--- src/rtl/artemis_rst_sequencer.sv ---
// rtl/artemis_rst_sequencer.sv - PLL reset sequencer and lock supervisor (optional force restart: ARTEMIS_RST_SEQ_FORCE_EN)
module artemis_rst_sequencer #(
  parameter int unsigned PLL_RST_CYCLES      = 16,
  parameter int unsigned LOCK_STABLE_CYCLES  = 1024,
  parameter int unsigned LOCK_TIMEOUT_CYCLES = 65536,
  parameter int unsigned MAX_RETRIES         = 4
) (
  input  logic       clk_i,
  input  logic       rst_ni,
  input  logic       locked_i,
`ifdef ARTEMIS_RST_SEQ_FORCE_EN
  input  logic       force_rst_i,
`endif
  output logic       pll_rst_o,
  output logic       sys_rst_o,
  output logic       ready_o,
  output logic       fault_o,
  output logic [3:0] retry_count_o,
  output logic [7:0] lock_loss_count_o
);

  // One shared counter serves all timed states, so it is sized for the longest interval.
  localparam int unsigned MAX_AB  = (PLL_RST_CYCLES > LOCK_STABLE_CYCLES) ?
                                    PLL_RST_CYCLES : LOCK_STABLE_CYCLES;
  localparam int unsigned MAX_CYC = (MAX_AB > LOCK_TIMEOUT_CYCLES) ? MAX_AB : LOCK_TIMEOUT_CYCLES;
  localparam int unsigned CNT_W   = $clog2(MAX_CYC) + 1;

  localparam logic [CNT_W-1:0] PLL_RST_LAST = CNT_W'(PLL_RST_CYCLES - 1);
  localparam logic [CNT_W-1:0] STABLE_LAST  = CNT_W'(LOCK_STABLE_CYCLES - 1);
  localparam logic [CNT_W-1:0] TIMEOUT_LAST = CNT_W'(LOCK_TIMEOUT_CYCLES - 1);
  localparam logic [3:0]       RETRY_LIMIT  = 4'(MAX_RETRIES);

  typedef enum logic [2:0] {
    ST_PLL_RESET = 3'd0,
    ST_WAIT_LOCK = 3'd1,
    ST_STABLE    = 3'd2,
    ST_RUN       = 3'd3,
    ST_FAULT     = 3'd4
  } state_e;

  state_e           state_q, state_d;
  logic [CNT_W-1:0] cnt_q, cnt_d;
  logic [3:0]       retry_q, retry_d;
  logic [7:0]       loss_q, loss_d;
  logic [1:0]       sync_q;
  logic             locked_s;
  logic             force_req;
  logic [3:0]       retry_inc;

  logic pll_rst_q, pll_rst_d;
  logic sys_rst_q, sys_rst_d;
  logic ready_q, ready_d;
  logic fault_q, fault_d;

`ifdef ARTEMIS_RST_SEQ_FORCE_EN
  assign force_req = force_rst_i;
`else
  assign force_req = 1'b0;
`endif

  assign locked_s  = sync_q[1];
  assign retry_inc = retry_q + 4'd1;

  // Two-flop synchronizer bringing the PLL lock flag into the board clock domain.
  always_ff @(posedge clk_i or negedge rst_ni) begin
    if (!rst_ni) begin
      sync_q <= 2'b00;
    end else begin
      sync_q <= {sync_q[0], locked_i};
    end
  end

  // State, counters and registered outputs.
  always_ff @(posedge clk_i or negedge rst_ni) begin
    if (!rst_ni) begin
      state_q   <= ST_PLL_RESET;
      cnt_q     <= '0;
      retry_q   <= 4'd0;
      loss_q    <= 8'd0;
      pll_rst_q <= 1'b1;
      sys_rst_q <= 1'b1;
      ready_q   <= 1'b0;
      fault_q   <= 1'b0;
    end else begin
      state_q   <= state_d;
      cnt_q     <= cnt_d;
      retry_q   <= retry_d;
      loss_q    <= loss_d;
      pll_rst_q <= pll_rst_d;
      sys_rst_q <= sys_rst_d;
      ready_q   <= ready_d;
      fault_q   <= fault_d;
    end
  end

  // Next state, retry/loss bookkeeping and the shared cycle counter.
  always_comb begin
    state_d = state_q;
    retry_d = retry_q;
    loss_d  = loss_q;
    cnt_d   = cnt_q;
    unique case (state_q)
      ST_PLL_RESET: begin
        if (cnt_q == PLL_RST_LAST) begin
          state_d = ST_WAIT_LOCK;
        end
      end
      ST_WAIT_LOCK: begin
        // Lock seen on the timeout cycle still wins over the retry.
        if (locked_s) begin
          state_d = ST_STABLE;
        end else if (cnt_q == TIMEOUT_LAST) begin
          retry_d = retry_inc;
          state_d = (retry_inc == RETRY_LIMIT) ? ST_FAULT : ST_PLL_RESET;
        end
      end
      ST_STABLE: begin
        if (!locked_s) begin
          state_d = ST_WAIT_LOCK;
        end else if (cnt_q == STABLE_LAST) begin
          state_d = ST_RUN;
          retry_d = 4'd0;
        end
      end
      ST_RUN: begin
        if (!locked_s) begin
          state_d = ST_PLL_RESET;
          if (loss_q != 8'hFF) begin
            loss_d = loss_q + 8'd1;
          end
        end
      end
      ST_FAULT: begin
        state_d = ST_FAULT;
      end
      default: begin
        state_d = ST_PLL_RESET;
      end
    endcase

    // A restart request overrides everything, including a same-cycle lock loss count.
    if (force_req) begin
      state_d = ST_PLL_RESET;
      retry_d = 4'd0;
      loss_d  = loss_q;
    end

    // Counter clears on every state change; RUN and FAULT have no timed exit so it holds there.
    if (force_req || (state_d != state_q)) begin
      cnt_d = '0;
    end else if ((state_q != ST_RUN) && (state_q != ST_FAULT)) begin
      cnt_d = cnt_q + 1'b1;
    end
  end

  // Output decode from the next state so every output is a plain register.
  always_comb begin
    pll_rst_d = (state_d == ST_PLL_RESET) || (state_d == ST_FAULT);
    sys_rst_d = (state_d != ST_RUN);
    ready_d   = (state_d == ST_RUN);
    fault_d   = (state_d == ST_FAULT);
  end

  assign pll_rst_o         = pll_rst_q;
  assign sys_rst_o         = sys_rst_q;
  assign ready_o           = ready_q;
  assign fault_o           = fault_q;
  assign retry_count_o     = retry_q;
  assign lock_loss_count_o = loss_q;

endmodule

--- config.mk ---
export PLATFORM = sky130hd
export DESIGN_NAME = artemis_rst_sequencer
export DESIGN_NICKNAME = d
export VERILOG_FILES = /design/src/rtl/artemis_rst_sequencer.sv
export SDC_FILE = /design/constraint.sdc
export NUM_CORES = 1
export LEC_CHECK = 0
export CAP_MARGIN = 20
export CELL_PAD_IN_SITES_DETAIL_PLACEMENT = 0
export CELL_PAD_IN_SITES_GLOBAL_PLACEMENT = 1
export CORE_ASPECT_RATIO = 0.8
export CORE_UTILIZATION = 40
export DETAILED_ROUTE_END_ITERATION = 6
export PLACE_DENSITY = 0.83
export REMOVE_ABC_BUFFERS = 1
export SKIP_CTS_REPAIR_TIMING = 1
export SLEW_MARGIN = 25
export SYNTH_ARGS = -nofsm -noshare
export SYNTH_HDL_FRONTEND = slang
export SYNTH_SLANG_ARGS = --single-unit
export TNS_END_PERCENT = 30
--- constraint.sdc ---
create_clock -name clk_i -period 2.91 [get_ports clk_i]
set_input_delay 0.4365 -clock clk_i [delete_from_list [all_inputs] [get_ports clk_i]]
set_output_delay 0.4365 -clock clk_i [all_outputs]
set_load 0.02 [all_outputs]
==> metrics.cfg, run 1 <==
[critical_path]
timing.critical_path.required_ns = 3.04
timing.critical_path.fanout_max = 9
critical_path.most_common_cell = sky130_fd_sc_hd__nor3_1
critical_path.top_delay_family = simple AND/OR/NAND/NOR gates
critical_path.n_buffers_inverters = 1
critPathCaptureType = flop
critical-path-slowest-cell = sky130_fd_sc_hd__a31oi_1
criticalPathCategory = flop to flop
slowest_delay_ns = 0.71
worst-endpoint-arrival_ns = 2.86
timing.critical_path.cells = and4_4, nand4_4, nor3_1, ha_1, or3_1, a21oi_1, a31oi_1, buf_4, nor3_1
cp-start-kind = flop

[timing]
period_share_pct = 93.8
timing_hold_violations_final = 0
fmax_mhz = 366
setup-tns-final_ns = 0
final.hold.worst_slack_ns = 0.250
slew_headroom_pct = 36.4
period_minus_slack_ns = 2.73
final_critical_path_setup_slack_ns = 0.180
fin_worst_skew_ns = 0.00391
report.final.slew_viol_count = 0
rsz0062_at_grt = no
timing_worst_slew_pin_value_ns = 0.949
final-setup-viol-count = 0

[yosys]
postSynthAreaPerCell_um2 = 10.6
synth_cells = 187
yosys_register_bits = 38
cell_variety_after_synth = 48
synthArstFlopShare_pct = 100
netlist_area_um2 = 1980
sequential_element_share_of_the_synthesized_area_pct = 48.3
synth_top_flop_cell = sky130_fd_sc_hd__dfrtp_1
synth-edff-count = 0
synth-warning-count = 0

[clock_network]
clockRootBuffer = sky130_fd_sc_hd__clkbuf_8
cts.reportedPaths.clkPinSlew_ns = 0.07
ctsHtreeMaxLevel = 2
tritoncts_num_sinks = 38
tritoncts = yes
bufs_on_longest_clock_path = 2
tritoncts.num_buffers = 5
worstSkewPairLatency_ns = 0.28

[route]
detail_route.wirelength.met1_mm = 2.08
dr.first_iter.drc_count = 82
ant_nets = 0
drt-pass1-iter-count = 4
vias = 1443
postRouteWirelength_mm = 3.79
post_drt_wl_per_cell_um = 14.2
wl_met2_mm = 1.51
top_layer_used = met4
drc_errors = 0
via_per_inst = 5.42
detailroute.wirelength.met3_um = 162

[grt]
grtUsageTotal_pct = 16.0
grt_antenna_before_repair = 0
grt_pass1_wl_mm = 6.38
via_count_of_the_first_global_routing_pass = 1348
grt_start_max_net_pins = 39
grt-ovfl-total = 0

[floorplanning]
placementRows = 22
boundaryPins = 19
floorplan.core_area_um2 = 4650
initial_utilization_pct = 42.5
vertical_extent_of_the_die_um = 64.9
die-area_um2 = 5230
die_w_um = 80.6

[final_layout]
area_growth_syn_to_layout_pct = 16.2
fill_cells = 426
antennaDiodeCount = 0
area_of_the_multi_input_gates_um2 = 950
nets = 212
final_cell_area_um2 = 2300
post_route_cells_drive_above_1_share_pct = 12.6
post-route-util_pct = 49.4
ff_latch_area_um2 = 953

[run]
maxCapViolCount = 0

[power_and_ir_drop]
powerDensity_nw_per_um2 = 628
power_leakage_uw = 0.000977
vdd_ir_drop_max_uv = 321

[place]
setup_slack_placement_ns = 0.225
hpwl_mm = 2.64
post_dp_cell_area_um2 = 2190
io_buffer_count = 18
finalWeightedCongestion = 0.777

[run_status]
outcome = finished clean

[hold_path]
hold_class = primary input to async pin

[final cells by class]
class / instances / share of cell area [%]
Clock buffer: 5 / 3.00
Clock inverter: 3 / 1.74
Inverter: 5 / 0.817
Multi-Input combinational cell: 135 / 41.4
Sequential cell: 38 / 41.5
Tap cell: 60 / 3.27
Timing Repair Buffer: 20 / 8.28
[stage by stage]
| step | power, uW | instances |
|---|---|---|
| 4_1_cts | 1460 | 266 |
| 3_5_place_dp | 1030 | 258 |
| 5_1_grt | 1540 | 266 |
| 2_1_floorplan | 896 | 178 |
| 6_report | 1440 | 266 |
| 3_3_place_gp | 1020 | 258 |
[path summary, 6_finish.rpt]
check | start | end | slack, ns | cells past startpoint
setup / recovery | cnt_q[8] | cnt_q[4] | 0.18 | 9
hold / removal | rst_ni | retry_count_o[1] | 0.25 | 1
setup reg to reg | cnt_q[8] | cnt_q[4] | 0.18 | 9
hold reg to reg | sync_q[0] | sync_q[1] | 0.36 | 0
max in group asynchronous | rst_ni | cnt_q[7] | 2.14 | 1
min in group clk_i | sync_q[0] | sync_q[1] | 0.36 | 0
[synthesized netlist by cell type, types with 3 or more instances]
cell type	number	area (um2)
sky130_fd_sc_hd__a211oi_1	8	60.1
sky130_fd_sc_hd__a21oi_1	3	15.0
sky130_fd_sc_hd__and3_1	5	31.3
sky130_fd_sc_hd__buf_2	4	20.0
sky130_fd_sc_hd__clkbuf_1	3	11.3
sky130_fd_sc_hd__dfrtp_1	36	901
sky130_fd_sc_hd__ha_1	4	50.1
sky130_fd_sc_hd__inv_1	5	18.8
sky130_fd_sc_hd__mux2_2	3	33.8
sky130_fd_sc_hd__nand2_1	11	41.3
sky130_fd_sc_hd__nand3_1	9	45.0
sky130_fd_sc_hd__nand4_1	3	18.8
sky130_fd_sc_hd__nand4_4	3	63.8
sky130_fd_sc_hd__nor2_1	9	33.8
sky130_fd_sc_hd__nor3_1	12	60.1
sky130_fd_sc_hd__o21ai_0	11	55.1
sky130_fd_sc_hd__or3_1	7	43.8
sky130_fd_sc_hd__xnor2_1	3	26.3
sky130_fd_sc_hd__xor2_1	11	96.3
[power by group]
part | leakage, uW | internal, uW | switching [uW]
Combinational | 0.000409 | 147 | 191
Sequential | 0.000510 | 596 | 82.9
Clock | 0.0000579 | 252 | 174
Total | 0.000977 | 995 | 448
[cell families after synthesis]
| family | count (synthesis) | synth area share, % |
|---|---|---|
| AND/OR/NAND/NOR | 77 | 24.6 |
| flip-flops | 38 | 48.3 |
| XOR/XNOR | 14 | 6.21 |
| multiplexers | 4 | 2.22 |
| AO/OA/AOI/OAI | 36 | 12.5 |
| buffers and inverters | 14 | 3.67 |
| adder cells (fa/ha/maj) | 4 | 2.53 |
[per-layer routing]
metal / global-route usage (%) / up-vias
met5: 0 / -
met4: 3.35 / 0
met3: 4.23 / 2
met2: 22.8 / 26
met1: 24.2 / 683
li1: - / 732
[sequential cells by signal (all words and copies together) (netlist names)]
name and count:
cnt_q 17, lock_loss_count_o 8, retry_count_o 4, state_q 3, sync_q 2, fault_o 1, pll_rst_o 1, ready_o 1
sys_rst_o 1
[placed cells by master, fill, tap and decap left out, types with 2 or more instances in the layout]
cell type	Yosys	final
sky130_fd_sc_hd__dfrtp_1	36	36
sky130_fd_sc_hd__clkdlybuf4s50_1	0	17
sky130_fd_sc_hd__nor3_1	12	12
sky130_fd_sc_hd__nand2_1	11	11
sky130_fd_sc_hd__o21ai_0	11	11
sky130_fd_sc_hd__xor2_1	11	11
sky130_fd_sc_hd__nor2_1	9	9
sky130_fd_sc_hd__nand3_1	9	9
sky130_fd_sc_hd__a211oi_1	8	8
sky130_fd_sc_hd__or3_1	7	7
sky130_fd_sc_hd__and3_1	5	5
sky130_fd_sc_hd__inv_1	5	5
sky130_fd_sc_hd__clkbuf_8	0	5
sky130_fd_sc_hd__ha_1	4	4
sky130_fd_sc_hd__nand4_4	3	3
sky130_fd_sc_hd__mux2_2	3	3
sky130_fd_sc_hd__a21oi_1	3	3
sky130_fd_sc_hd__xnor2_1	3	3
sky130_fd_sc_hd__nand4_1	3	3
sky130_fd_sc_hd__and2_1	2	2
sky130_fd_sc_hd__nor4_1	2	2
sky130_fd_sc_hd__nor3b_1	2	2
sky130_fd_sc_hd__a31oi_1	2	2
sky130_fd_sc_hd__a22o_1	2	2
sky130_fd_sc_hd__or3_2	2	2
sky130_fd_sc_hd__clkinv_2	0	2
sky130_fd_sc_hd__buf_4	0	2
sky130_fd_sc_hd__dfstp_2	2	2
Power figures use the tool's default switching activity.
==> run 2: changes to the inputs <==
Settings changed: CORE_MARGIN set to 3, HOLD_SLACK_MARGIN set to 0.12.
==> metrics.cfg, run 2 (same netlist as run 1, synthesis figures left out) <==
[clock_network]
bufs_on_longest_clock_path = 2  ; unchanged
clockRootBuffer = sky130_fd_sc_hd__clkbuf_8  ; unchanged
tritoncts = yes  ; unchanged
cts.reportedPaths.clkPinSlew_ns = 0.07  ; about the same
tritoncts.num_buffers = 5  ; unchanged
tritoncts_num_sinks = 38  ; unchanged
ctsHtreeMaxLevel = 2  ; unchanged
worstSkewPairLatency_ns = 0.29  ; was 0.28 ns

[grt]
grt_start_max_net_pins = 39  ; unchanged
grtUsageTotal_pct = 14.8  ; was 16.0%
grt_antenna_before_repair = 0  ; unchanged
grt_pass1_wl_mm = 6.60  ; was 6.38 mm
grt-ovfl-total = 0  ; unchanged
via_count_of_the_first_global_routing_pass = 1360  ; was 1348

[hold_path]
hold_class = primary input to async pin  ; unchanged

[timing]
report.final.slew_viol_count = 0  ; unchanged
timing_hold_violations_final = 0  ; unchanged
fmax_mhz = 432  ; was 366 MHz
rsz0062_at_grt = no  ; unchanged
setup-tns-final_ns = 0  ; unchanged
slew_headroom_pct = 44.4  ; was 36.4%
final-setup-viol-count = 0  ; unchanged
fin_worst_skew_ns = 0.00387  ; was 0.00391 ns
timing_worst_slew_pin_value_ns = 0.834  ; was 0.949 ns
period_share_pct = 79.5  ; was 93.8%
final_critical_path_setup_slack_ns = 0.597  ; was 0.180 ns
period_minus_slack_ns = 2.31  ; was 2.73 ns

[power_and_ir_drop]
vdd_ir_drop_max_uv = 362  ; was 321 uV
powerDensity_nw_per_um2 = 623  ; was 628 nW/um2
power_leakage_uw = 0.000971  ; was 0.000977 uW

[final_layout]
largest_reg_flops = 17  ; unchanged
nets = 211  ; was 212
final_cell_count_no_fill = 265  ; was 266
post_route_cells_drive_above_1_share_pct = 12.2  ; was 12.6%
layout_commonest_cell = sky130_fd_sc_hd__dfrtp_1  ; unchanged
antennaDiodeCount = 0  ; unchanged
registers.top_by_ff_count = cnt_q  ; unchanged
layout_common_cells = sky130_fd_sc_hd__dfrtp_1, sky130_fd_sc_hd__clkdlybuf4s50_1, sky130_fd_sc_hd__nor3_1  ; unchanged
fill_cells = 442  ; was 426
area_growth_syn_to_layout_pct = 15.9  ; was 16.2%

[critical_path]
criticalPathCategory = flop to flop  ; unchanged
worst-endpoint-arrival_ns = 2.49  ; was 2.86 ns
worstRegToRegCells = 10  ; was 9
cp-start-kind = flop  ; unchanged
timing.critical_path.required_ns = 3.09  ; was 3.04 ns
critPathCaptureType = flop  ; unchanged
timing.critical_path.fanout_max = 17  ; was 9

[route]
post_drt_wl_per_cell_um = 14.3  ; was 14.2 um
ant_nets = 0  ; unchanged
drc_errors = 0  ; unchanged
postRouteWirelength_mm = 3.79  ; about the same
vias = 1470  ; was 1443
drt-pass1-iter-count = 4  ; unchanged
dr.first_iter.drc_count = 112  ; was 82
via_per_inst = 5.55  ; was 5.42

[place]
io_buffer_count = 18  ; unchanged
dp.cells = 257  ; was 258
finalWeightedCongestion = 0.719  ; was 0.777
hpwl_mm = 2.60  ; was 2.64 mm
setup_slack_placement_ns = 0.619  ; was 0.225 ns

[floorplanning]
boundaryPins = 19  ; unchanged
placementRows = 22  ; unchanged
vertical_extent_of_the_die_um = 68.9  ; was 64.9 um
floorplan.core_area_um2 = 4680  ; was 4650 um2
die_w_um = 84.6  ; was 80.6 um
die-area_um2 = 5820  ; was 5230 um2
initial_utilization_pct = 42.2  ; was 42.5%

[run]
maxCapViolCount = 0  ; unchanged

[run_status]
outcome = finished clean  ; unchanged

-- run 2: cell count changes in the layout (fill, tap and decap cells not counted), sizes merged --
cell | previous run | this run
buf | 3 | 2
bufinv | 1 | 0
clkbuf | 5 | 8
clkinv | 2 | 0
-- run 2: cell type report --
cell class	count	area (um2)	area share (%)
multi-input cells	135	950	41.5
well taps	60	75.1	3.28
clock buffers	8	110	4.81
inverters	5	18.8	0.820
repair buffers	19	183	7.98
flip-flops and latches	38	953	41.6
-- run 2: worst paths after layout --
check,startpoint,end,slack [ns]
setup reg to reg,cnt_q[0],cnt_q[16],0.60
min in group clk_i,sync_q[0],sync_q[1],0.35
hold / removal,rst_ni,lock_loss_count_o[5],0.24
hold reg to reg,sync_q[0],sync_q[1],0.35
setup / recovery,cnt_q[0],cnt_q[16],0.60
max in group asynchronous,rst_ni,fault_o,2.14
-- run 2: worst max-delay path: stages, from the launching register on --
cell                        delay, ns
sky130_fd_sc_hd__dfrtp_1         0.41
sky130_fd_sc_hd__ha_1            0.22
sky130_fd_sc_hd__and2_1          0.21
sky130_fd_sc_hd__nand2_1         0.08
sky130_fd_sc_hd__nor3_1          0.05
sky130_fd_sc_hd__ha_1            0.20
sky130_fd_sc_hd__or3_1           0.35
sky130_fd_sc_hd__a21oi_1         0.15
sky130_fd_sc_hd__a31oi_1         0.05
sky130_fd_sc_hd__buf_4           0.22
sky130_fd_sc_hd__a2111oi_1       0.26
-- run 2: per-stage QoR --
stage	utilization (%)	hold WS, ns	area [um2]	power [uW]
detailed placement	46.6	0.335	2180	1020
floorplan	-	0.141	1920	896
CTS	48.9	0.269	2290	1450
global route	48.9	0.295	2290	1520
finish	48.9	0.241	2290	1430
global placement	46.6	0.333	2180	1020
-- run 2: where the power goes --
part	switching, uW	internal (uW)	leakage (uW)
Sequential	81.2	596	0.000510
Combinational	185	146	0.000404
Clock	180	239	0.0000575
Total	446	981	0.000971
-- run 2: layer usage --
layer | part of all wire [%] | vias up | global-route usage [%]
met5 | 0 | - | 0
met4 | 1.8 | 0 | 6.52
met2 | 42 | 35 | 21.7
met3 | 5.5 | 6 | 5.46
li1 | - | 723 | -
met1 | 51 | 706 | 19.7
==> run 3: changes to the inputs <==
Settings changed: PLACE_DENSITY 0.83 to 0.85.
Clock period 2.91 ns to 1.9 ns, I/O delays scaled along.
==> metrics.cfg, run 3 (same netlist as run 1, synthesis figures left out) <==
[run_status]
outcome = complete, but fails checks  ; was finished clean
failed_checks = negative setup slack

[final_layout]
layout_commonest_cell = sky130_fd_sc_hd__dfrtp_1  ; unchanged
ff_latch_area_um2 = 953  ; unchanged
area_growth_syn_to_layout_pct = 38.0  ; was 15.9%
registers.top_by_ff_count = cnt_q  ; unchanged
post_route_cells_drive_above_1_share_pct = 34.7  ; was 12.2%
antennaDiodeCount = 0  ; unchanged
area_of_the_multi_input_gates_um2 = 1100  ; was 950 um2
fill_cells = 417  ; was 442
layout_common_cells = sky130_fd_sc_hd__dfrtp_1, sky130_fd_sc_hd__buf_4, sky130_fd_sc_hd__clkdlybuf4s50_1  ; was sky130_fd_sc_hd__dfrtp_1, sky130_fd_sc_hd__clkdlybuf4s50_1, sky130_fd_sc_hd__nor3_1
final_cell_area_um2 = 2730  ; was 2290 um2
nets = 248  ; was 211
largest_reg_flops = 17  ; unchanged

[timing]
fin_worst_skew_ns = 0.00393  ; was 0.00387 ns
period_minus_slack_ns = 2.01  ; was 2.31 ns
rsz0062_at_grt = yes  ; was no
final-setup-viol-count = 19  ; was 0
timing_hold_violations_final = 0  ; unchanged
report.final.slew_viol_count = 0  ; unchanged
period_share_pct = 106  ; was 79.5%
fmax_mhz = 496  ; was 432 MHz
final.hold.worst_slack_ns = 0.365  ; was 0.241 ns
slew_headroom_pct = 61.0  ; was 44.4%
setup-tns-final_ns = -0.791  ; was 0 ns
timing_worst_slew_pin_value_ns = 0.582  ; was 0.834 ns
final_critical_path_setup_slack_ns = -0.115  ; was 0.597 ns

[critical_path]
timing.critical_path.required_ns = 2.10  ; was 3.09 ns
timing.rr.start = cnt_q[1]  ; was cnt_q[0]
r2r-end = cnt_q[15]  ; was cnt_q[16]
critical_path.top_delay_family = simple AND/OR/NAND/NOR gates  ; unchanged
cp-endpoint = cnt_q[15]  ; was cnt_q[16]
cp-start-kind = flop  ; unchanged
timing.critical_path.fanout_max = 7  ; was 17
path_depth = 10  ; unchanged
criticalPathCategory = flop to flop  ; unchanged
critical-path-slowest-cell = sky130_fd_sc_hd__dfrtp_1  ; unchanged
worstRegToRegCells = 10  ; unchanged
slowest_delay_ns = 0.39  ; was 0.41 ns
timing.critical_path.cells = ha_2, and2_4, nand2_2, nor3_2, ha_2, or3_4, a21oi_4, a31oi_4, buf_6, a211oi_2  ; was ha_1, and2_1, nand2_1, nor3_1, ha_1, or3_1, a21oi_1, a31oi_1, buf_4, a2111oi_1
worst-endpoint-arrival_ns = 2.22  ; was 2.49 ns
critical_path.n_buffers_inverters = 1  ; unchanged
setup.worst_path.start = cnt_q[1]  ; was cnt_q[0]
critical_path.most_common_cell = sky130_fd_sc_hd__ha_2  ; was sky130_fd_sc_hd__ha_1
critPathCaptureType = flop  ; unchanged
worst-r2r-setup-slack_ns = -0.11  ; was 0.60 ns

[floorplanning]
boundaryPins = 19  ; unchanged
die_w_um = 84.6  ; unchanged
initial_utilization_pct = 42.2  ; unchanged
die-area_um2 = 5820  ; unchanged
floorplan.core_area_um2 = 4680  ; unchanged
placementRows = 22  ; unchanged
vertical_extent_of_the_die_um = 68.9  ; unchanged

[clock_network]
worstSkewPairLatency_ns = 0.28  ; was 0.29 ns
tritoncts = yes  ; unchanged
ctsHtreeMaxLevel = 2  ; unchanged
clockRootBuffer = sky130_fd_sc_hd__clkbuf_8  ; unchanged
bufs_on_longest_clock_path = 2  ; unchanged
tritoncts_num_sinks = 38  ; unchanged
tritoncts.num_buffers = 5  ; unchanged
cts.reportedPaths.clkPinSlew_ns = 0.07  ; about the same

[run]
maxCapViolCount = 0  ; unchanged

[route]
via_per_inst = 5.37  ; was 5.55
detailroute.wirelength.met3_um = 153  ; was 208 um
vias = 1623  ; was 1470
post_drt_wl_per_cell_um = 14.7  ; was 14.3 um
top_layer_used = met4  ; unchanged
postRouteWirelength_mm = 4.44  ; was 3.79 mm
drc_errors = 0  ; unchanged
wl_met2_mm = 1.96  ; was 1.60 mm
dr.first_iter.drc_count = 95  ; was 112
ant_nets = 0  ; unchanged
drt-pass1-iter-count = 4  ; unchanged
detail_route.wirelength.met1_mm = 2.30  ; was 1.92 mm

[grt]
via_count_of_the_first_global_routing_pass = 1534  ; was 1360
grt_start_max_net_pins = 39  ; unchanged
grt_antenna_before_repair = 0  ; unchanged
grt_pass1_wl_mm = 7.18  ; was 6.60 mm
grt-ovfl-total = 0  ; unchanged
grtUsageTotal_pct = 15.6  ; was 14.8%

[place]
setup_slack_placement_ns = -0.229  ; was 0.619 ns
hpwl_mm = 3.08  ; was 2.60 mm
finalWeightedCongestion = 0.794  ; was 0.719
post_dp_cell_area_um2 = 2450  ; was 2180 um2
io_buffer_count = 18  ; unchanged

[power_and_ir_drop]
power_leakage_uw = 0.00118  ; was 0.000971 uW
vdd_ir_drop_max_uv = 407  ; was 362 uV
powerDensity_nw_per_um2 = 932  ; was 623 nW/um2

[hold_path]
hold_class = flop to flop  ; was primary input to async pin
worst_hold_path.num_cells = 0

[run 3: cell count changes in the layout (fill, tap and decap cells not counted), moves of 2 or more]
| cell | previous run | this run |
|---|---|---|
| sky130_fd_sc_hd__ha_2 | 0 | 2 |
| sky130_fd_sc_hd__buf_4 | 1 | 33 |
| sky130_fd_sc_hd__nor3_4 | 0 | 4 |
| sky130_fd_sc_hd__nor3_2 | 0 | 4 |
| sky130_fd_sc_hd__nor3_1 | 12 | 4 |
| sky130_fd_sc_hd__buf_6 | 0 | 3 |
| sky130_fd_sc_hd__a211oi_1 | 8 | 0 |
| sky130_fd_sc_hd__ha_1 | 4 | 2 |
| sky130_fd_sc_hd__a211oi_2 | 1 | 9 |
| sky130_fd_sc_hd__clkbuf_8 | 8 | 6 |
[run 3: routing by layer]
metal	global-route usage (%)	vias up
li1	-	799
met1	21.5	793
met2	24.5	29
met3	3.92	2
met4	4.55	0
met5	0	-
[run 3: worst min path at each step]
stage | start | end | slack [ns]
after floorplan | rst_ni | cnt_q[0] | -0.01
after global placement | rst_ni | retry_count_o[0] | 0.27
after detailed placement | rst_ni | retry_count_o[1] | 0.27
after CTS | rst_ni | fault_o | -0.04
after global routing | sync_q[0] | sync_q[1] | 0.37
final | sync_q[0] | sync_q[1] | 0.37
[run 3: final cells by class]
class | instances | area share, %
multi-input cells | 135 | 40.4
flip-flops and latches | 38 | 35.0
repair buffers | 56 | 17.9
clock buffers | 7 | 3.17
well taps | 60 | 2.75
inverters | 5 | 0.688
clock inverters | 1 | 0.184
[run 3: power by group]
group | switching, uW | internal, uW | total, uW
logic | 515 | 478 | 993
registers | 64.1 | 913 | 977
clock network | 277 | 293 | 570
total | 856 | 1680 | 2540
[run 3: through the flow]
step | power (uW) | cells | util [%]
final | 2540 | 302 | 58.3
after global routing | 2690 | 302 | 58.3
after CTS | 2290 | 299 | 54.3
after detailed placement | 1720 | 291 | 52.3
after global placement | 1710 | 291 | 52.3
after floorplan | 1370 | 178 | -
